[src/rtl/id_ex_pipe_reg.sv]
// ID->EX pipeline register with stall/flush/valid, load-use hazard detect and a stall-run counter.
// Latency 1 cycle D->E; stall_i holds E, flush_i (higher priority) inserts a bubble. Option: ID_EX_FWD_SNOOP_EN.
module id_ex_pipe_reg #(
  parameter int XLEN        = 32,
  parameter int RA_W        = 5,
  parameter int EX_W        = 5,
  parameter int MEM_W       = 3,
  parameter int WB_W        = 2,
  parameter int MEMREAD_BIT = 0,
  parameter int STALL_MAX   = 255
) (
  input  logic              clk,
  input  logic              rst_n,
  input  logic              stall_i,
  input  logic              flush_i,
  input  logic              valid_d,
  input  logic [EX_W-1:0]   EX_D,
  input  logic [MEM_W-1:0]  MEM_D,
  input  logic [WB_W-1:0]   WB_D,
  input  logic [RA_W-1:0]   Rs_D,
  input  logic [RA_W-1:0]   Rt_D,
  input  logic [RA_W-1:0]   Rd_D,
  input  logic [XLEN-1:0]   RD1_D,
  input  logic [XLEN-1:0]   RD2_D,
  input  logic [XLEN-1:0]   SignImm_D,
`ifdef ID_EX_FWD_SNOOP_EN
  input  logic              wb_we_i,
  input  logic [RA_W-1:0]   wb_ra_i,
  input  logic [XLEN-1:0]   wb_data_i,
`endif
  output logic              valid_e,
  output logic [EX_W-1:0]   EX_E,
  output logic [MEM_W-1:0]  MEM_E,
  output logic [WB_W-1:0]   WB_E,
  output logic [RA_W-1:0]   Rs_E,
  output logic [RA_W-1:0]   Rt_E,
  output logic [RA_W-1:0]   Rd_E,
  output logic [XLEN-1:0]   RD1_E,
  output logic [XLEN-1:0]   RD2_E,
  output logic [XLEN-1:0]   SignImm_E,
  output logic              lu_hazard_o,
  output logic [7:0]        stall_run_o
);

  typedef struct packed {
    logic             valid;
    logic [EX_W-1:0]  ex;
    logic [MEM_W-1:0] mem;
    logic [WB_W-1:0]  wb;
    logic [RA_W-1:0]  rs;
    logic [RA_W-1:0]  rt;
    logic [RA_W-1:0]  rd;
    logic [XLEN-1:0]  rd1;
    logic [XLEN-1:0]  rd2;
    logic [XLEN-1:0]  imm;
  } e_stage_t;

  localparam logic [7:0] STALL_SAT = (STALL_MAX > 255) ? 8'd255 : 8'(STALL_MAX);

  e_stage_t        e_q;
  e_stage_t        e_d;
  logic [7:0]      stall_run_q;
  logic [7:0]      stall_run_d;
  logic [XLEN-1:0] rd1_load;
  logic [XLEN-1:0] rd2_load;

  // Same-cycle register-file write is not yet visible on RD1_D/RD2_D; take it from the WB bus.
`ifdef ID_EX_FWD_SNOOP_EN
  always_comb begin
    rd1_load = RD1_D;
    rd2_load = RD2_D;
    if (wb_we_i && (wb_ra_i != '0) && (wb_ra_i == Rs_D)) rd1_load = wb_data_i;
    if (wb_we_i && (wb_ra_i != '0) && (wb_ra_i == Rt_D)) rd2_load = wb_data_i;
  end
`else
  always_comb begin
    rd1_load = RD1_D;
    rd2_load = RD2_D;
  end
`endif

  always_comb begin
    e_d = e_q;
    if (flush_i) begin
      e_d = '0;
    end else if (!stall_i) begin
      e_d.valid = valid_d;
      // An invalid op carries no control so it can never write memory or the register file.
      e_d.ex    = valid_d ? EX_D  : '0;
      e_d.mem   = valid_d ? MEM_D : '0;
      e_d.wb    = valid_d ? WB_D  : '0;
      e_d.rs    = Rs_D;
      e_d.rt    = Rt_D;
      e_d.rd    = Rd_D;
      e_d.rd1   = rd1_load;
      e_d.rd2   = rd2_load;
      e_d.imm   = SignImm_D;
    end
  end

  always_comb begin
    stall_run_d = 8'd0;
    if (stall_i && !flush_i) begin
      stall_run_d = (stall_run_q >= STALL_SAT) ? STALL_SAT : stall_run_q + 8'd1;
    end
  end

  always_ff @(posedge clk or negedge rst_n) begin
    if (!rst_n) begin
      e_q         <= '0;
      stall_run_q <= 8'd0;
    end else begin
      e_q         <= e_d;
      stall_run_q <= stall_run_d;
    end
  end

  assign valid_e     = e_q.valid;
  assign EX_E        = e_q.ex;
  assign MEM_E       = e_q.mem;
  assign WB_E        = e_q.wb;
  assign Rs_E        = e_q.rs;
  assign Rt_E        = e_q.rt;
  assign Rd_E        = e_q.rd;
  assign RD1_E       = e_q.rd1;
  assign RD2_E       = e_q.rd2;
  assign SignImm_E   = e_q.imm;
  assign stall_run_o = stall_run_q;

  // Register 0 is hardwired, so a load targeting it can never create a dependency.
  assign lu_hazard_o = e_q.valid && e_q.mem[MEMREAD_BIT] && (e_q.rt != '0) &&
                       ((e_q.rt == Rs_D) || (e_q.rt == Rt_D)) && valid_d;

endmodule

[config.mk]
export PLATFORM = sky130hd
export DESIGN_NAME = id_ex_pipe_reg
export DESIGN_NICKNAME = d
export VERILOG_FILES = /design/src/rtl/id_ex_pipe_reg.sv
export SDC_FILE = /design/constraint.sdc
export NUM_CORES = 1
export LEC_CHECK = 0
export ABC_AREA = 1
export CAP_MARGIN = 10
export CORE_MARGIN = 2
export CORE_UTILIZATION = 32
export DETAILED_ROUTE_END_ITERATION = 7
export HOLD_SLACK_MARGIN = 0.1
export PLACE_DENSITY = 0.75
export SLEW_MARGIN = 20
export SYNTH_ARGS = -nofsm -noshare
export SYNTH_HDL_FRONTEND = slang
export SYNTH_SLANG_ARGS = --single-unit
[constraint.sdc]
create_clock -name clk -period 1.9 [get_ports clk]
set_clock_uncertainty 0.15 [all_clocks]
set_input_delay 0.19 -clock clk [delete_from_list [all_inputs] [get_ports clk]]
set_output_delay 0.19 -clock clk [all_outputs]
set_load 0.005 [all_outputs]
Word level (Yosys, flattened, before mapping):

Index checks and enable logic that the tools add are counted.
W data, S select, Z words.

* register bits: 130
* output and inout port bits: 131
* logic and storage cells: 31

* $add $sub $neg: 1
* order comparisons: 1
* equality and inequality tests: 3
* muxes and demuxes: 7
* reductions and logical operators: 8

Operator list (number)
* $mux W122: 2
* $mux W8: 2
* $eq A5 B5 Y1: 2
* $add A8 B1 Y8 const B: 1
* $ge A8 B8 Y1 const B: 1
* $logic_and A1 B1 Y1: 5
* $mux W5: 1
* $reduce_bool A5 Y1: 1
* $mux W3: 1
* $mux W2: 1
* $ne A2 B1 Y1 const B: 1
* $logic_not A1 Y1: 1
* $logic_or A1 B1 Y1: 1

Longest topological paths before layout:

* depth in word-level cells: 4
* depth in mapped cells: 7

Worst setup path before layout:

No wires, ideal clock.

* path kind: reg-to-reg
* from: reg stall_run_q[0] (netlist: stall_run_o[0])
* to: reg stall_run_q[5] (netlist: stall_run_o[5])
* library setup time: 0.113 ns
* arrival time: 1.050 ns
* required time: 1.637 ns
* setup slack: 0.588 ns
* cell stages (with the launch flop): 8
* path buffers: 0
* path through: dfrtp_1 ha_1 nand2_1 nor2_1 nand2_1 nand3_1 nand2_1 inv_1

* word-level cells in the longest chain between the ends: 3

RTL lines
* start, declared: RTL line 62 `logic [7:0] stall_run_q;`
* start signal, assigned: RTL line 114 `stall_run_q <= stall_run_d;`
* $add A8 B1 Y8 / $ge A8 B8 Y1 (equally long branches): RTL line 104 `stall_run_d = (stall_run_q >= STALL_SAT) ? STALL_SAT : stall_run_q + 8'd1;`
* $mux W8 *: RTL line 104
* $mux W8 *: RTL line 103 `if (stall_i && !flush_i) begin`
* net stall_run_d[5]: RTL line 63 `logic [7:0] stall_run_d;`

Mark *: on every way through the listed nets, which the timed path passes. The rest lies on a longest branch.
A chain may end at the register's enable or synchronous reset.

Worst setup path after layout:

* from: reg e_q, in the netlist Rt_E[2]
* to: out lu_hazard_o

* word-level cells in the longest chain between the ends: 4

RTL lines
* start, declared: RTL line 60 `e_stage_t e_q;`
* start signal, assigned: RTL line 110 `e_q <= '0;`
* start signal, assigned: RTL line 113 `e_q <= e_d;`
* $eq A5 B5 Y1 / $reduce_bool A5 Y1 (equally long branches): RTL line 132, 131
* $logic_or A1 B1 Y1 / $logic_and A1 B1 Y1 (equally long branches): RTL line 132, 131
* $logic_and A1 B1 Y1 *: RTL line 131 `assign lu_hazard_o = e_q.valid && e_q.mem[MEMREAD_BIT] && (e_q.rt != '0) &&`
* $logic_and A1 B1 Y1 *: RTL line 132 `((e_q.rt == Rs_D) || (e_q.rt == Rt_D)) && valid_d;`
* end, declared: RTL line 41 `output logic lu_hazard_o,`

Every way passes the cells marked *; elsewhere a longest branch is shown, timed or not.

==> reports/results.txt <==
Routed len/inst -> 17.39 µm
FF-to-FF End -> stall_run_o[5]
Compound-cell area share of the yosys netlist -> 22.61%
Die X -> 127.6 µm
Area Overhead vs Synth -> 69.83%
Design Area, Final -> 8298 µm²
Setup Viol. Count Final -> 0
Nets -> 761
Hold Crit Start -> SignImm_D[16]
Die Ht -> 127.6 µm
Post-DP HPWL -> 10,120 µm
DRC violations left -> 0
Xor and xnor area share after synthesis -> 0.8963%
GR Util All Layers -> 17.85%
First-pass GRT wire length -> 22,660 µm
Fill count -> 1,243
Startpoint types -> flip-flop
Crit-path max FO -> 3
Yosys cell types -> 23
Reg2reg setup slack -> 460 ps
Multiplexer share of the synthesized area -> 0%
Ratio of cells with drive above 1 in the final layout -> 8.514%
Root buffer cell -> clkbuf_16
Synth top area share -> 66.58%
Least-Margin Pin Slew -> 391.9 ps
Outcome -> finished, final reports clean
Cell area power density -> 852.1 nW/µm²
Slew headroom -> 73.87%
Final wirelength -> 14,500 µm
Pin count of the biggest net entering global routing -> 91
Reg clk slew, reported paths -> 60 ps
Synth Area per Inst -> 13.17 µm²
Fin util -> 55.20%
Dpl cell area -> 7679 µm²
Sequential element share of the synthesized area -> 66.58%
Row count -> 45
First-pass iteration count of the detailed router -> 6
Hold Fails Final Rpt -> 0
Hold-critical path depth -> 2
Main combinational cell family by area after synthesis -> compound AO/OA/AOI/OAI gates
WS Path Type -> reg2out
Switch share -> 22.33%
Initial DRC Count -> 197
P_int -> 0.005492 W
GPL Wtd Cong -> 0.8109
Synth area leaders -> dfrtp_1 (67%), a22o_1 (19%), nand2_1 (2.5%)
Hold Crit Class -> in2reg
Syn. warnings -> 0
Synth Area in Simple Gates -> 4.738%
Post-Synth Adder-Cell Area -> 0.2561%
Cells on worst reg2reg path -> 7
Initial antenna violation count -> 0
LEAKAGE -> 3.649 nW
Area leader, netlist -> dfrtp_1
Register bit total from synthesis -> 130
Antenna cells -> 0
Grt ovf -> 0
Via/cell ratio -> 4.953
Worst setup EP type -> output pin
Critical Path AT -> 1510 ps
Critical path required time -> 1560 ps
Post-synthesis cell area -> 4886 µm²
WHS Endpoint -> SignImm_E[16]
Port bufs -> 256
CTS tree -> built
Worst-Skew Late Latency -> 400 ps
Non-Filler Instances -> 834
Final Power -> 0.007071 W
CTS sink count -> 130
Num ports -> 257
CP cell instances -> buf_4, xnor2_1, nand3_2, a21oi_2, buf_2
Post-route ant nets -> 0
Cells after DPL -> 799
Max stage delay on crit path -> 400 ps
Asr flop ratio synth -> 100.0%
RSZ-0062 raised after global routing -> yes
Logic pwr share -> 13.6%
Die Area -> 16,270 µm²
Sequential fraction of design power -> 42.5%
Starting density of the core -> 32.50%
Core area -> 15,030 µm²
Critical path's slowest cell -> dfrtp_1
Maximum vdd drop -> 552.4 µV
Vias -> 4,131
Tmin final -> 1850 ps
Gate Count Post-Synth -> 371
Total CTS buffers -> 17
EDFF count, synth -> 0
Clock Power Share -> 43.8%
CTS H-Tree Depth -> 4
R2R Path Start -> stall_run_o[0]
Clock Path Buffers -> 2
Vias in the first global route -> 4,324
Sw power -> 0.001579 W
Main synth FF type -> dfrtp_1
Max Cap Violations -> 0
Slew Viols, Final -> 0
Syn_nets -> 498
Fin crit share -> 97.39%
FMAX -> 0.5404 GHz
placed cells by master, fill, tap and decap left out, drive strengths merged:
master and count:
dlygate4sd3 2, clkinv 2, dfrtp 130, o21ai 7
o22ai 3, buf 14, clkbuf 23, nor3 2
a32o 10, nand2 33, xnor2 3, a22o 104
xor2 2, clkdlybuf4s50 254, ha 1, nand3 6
clkinvlp 5, a21oi 8, inv 22, nor2 12
bufinv 1, nand4 2
critical path, delay by kind of cell (launching register included):
kind,cells,cell delay [ps]
compound gates,1,140
buf+inv,2,280
xor+xnor,1,180
simple gates,1,110
flops,1,400
layout make-up:
class | count | area (µm²) | share of cell area, %
Clock inverter | 8 | 77.57 | 0.9349
Tap cell | 188 | 235.2 | 2.835
Inverter | 22 | 82.58 | 0.9952
Clock buffer | 23 | 498.0 | 6.001
Timing Repair Buffer | 270 | 2740 | 33.02
Multi-Input combinational cell | 193 | 1409 | 16.98
Sequential cell | 130 | 3256 | 39.23
Yosys cell counts, types with 2 or more instances:
cell type    n
nor3_1       2
inv_1       21
a21oi_1      8
buf_4        9
nand3_1      6
xnor2_1      3
xor2_1       2
nor2_1      10
buf_6        2
dfrtp_1    130
nand2_1     33
a32o_1      10
o21ai_0      6
clkbuf_1     6
o22ai_1      3
a22o_1     104
buf_2        9
nand4_1      2
per-layer routing:
metal	GRT usage (%)	share of wire, %	wire length, µm	up-vias
li1	-	-	-	1888
met1	22.73	43	6261	2053
met2	28.69	48	6979	169
met3	5.611	6.8	990	21
met4	6.658	1.9	270	0
met5	0	0	0	-
logic make-up after synthesis:
logic type | Yosys count
xor gates and xnor gates | 5
adders and majority gates | 1
buffers and inverters | 48
and+or+nand+nor | 55
AOI/OAI and AO/OA | 132
DFF | 130
how the worst max path moves through the flow:
stage | startpoint | end | slack (ps)
5_1_grt | Rt_E[2] | lu_hazard_o | -70
2_1_floorplan | stall_run_o[0] | stall_run_o[5] | 590
3_3_place_gp | Rs_D[4] | lu_hazard_o | -140
4_1_cts | Rt_E[0] | lu_hazard_o | 30
3_5_place_dp | Rs_D[4] | lu_hazard_o | -200
6_report | Rt_E[2] | lu_hazard_o | 50
power groups by stage:
stage | logic (W) | registers [W] | clock network (W)
2_1_floorplan | 0.000248 | 0.00305 | 0
6_report | 0.000964 | 0.00301 | 0.00310
3_5_place_dp | 0.000959 | 0.00305 | 0
5_1_grt | 0.00104 | 0.00302 | 0.00329
3_3_place_gp | 0.000943 | 0.00305 | 0
4_1_cts | 0.000970 | 0.00301 | 0.00318
state kept, by name (all words and copies together) (netlist names):
signal and flops:
stall_run_o 8, RD1_E 32, Rd_E 5, RD2_E 32, WB_E 2, MEM_E 3
Rt_E 5, valid_e 1, EX_E 5, Rs_E 5, SignImm_E 32
through the flow:
| stage | setup TNS (ps) | hold slack, ps | setup slack, ps |
|---|---|---|---|
| 6_report | 0 | 246.8 | 49.53 |
| 5_1_grt | -73.17 | 231.6 | -73.17 |
| 4_1_cts | 0 | 222.9 | 31.68 |
| 3_5_place_dp | -197.9 | -13.00 | -197.9 |
| 3_3_place_gp | -141.3 | -14.66 | -141.3 |
| 2_1_floorplan | 0 | -255.6 | 587.6 |
repair_timing:
action,CTS,global route
gates resized for setup,7,5
pin swaps,3,5
hold buffers,2,0
endpoints found under the setup margin,1,1
setup buffers,1,1
hold endpoints to repair,130,0
Power figures use the tool's default switching activity.
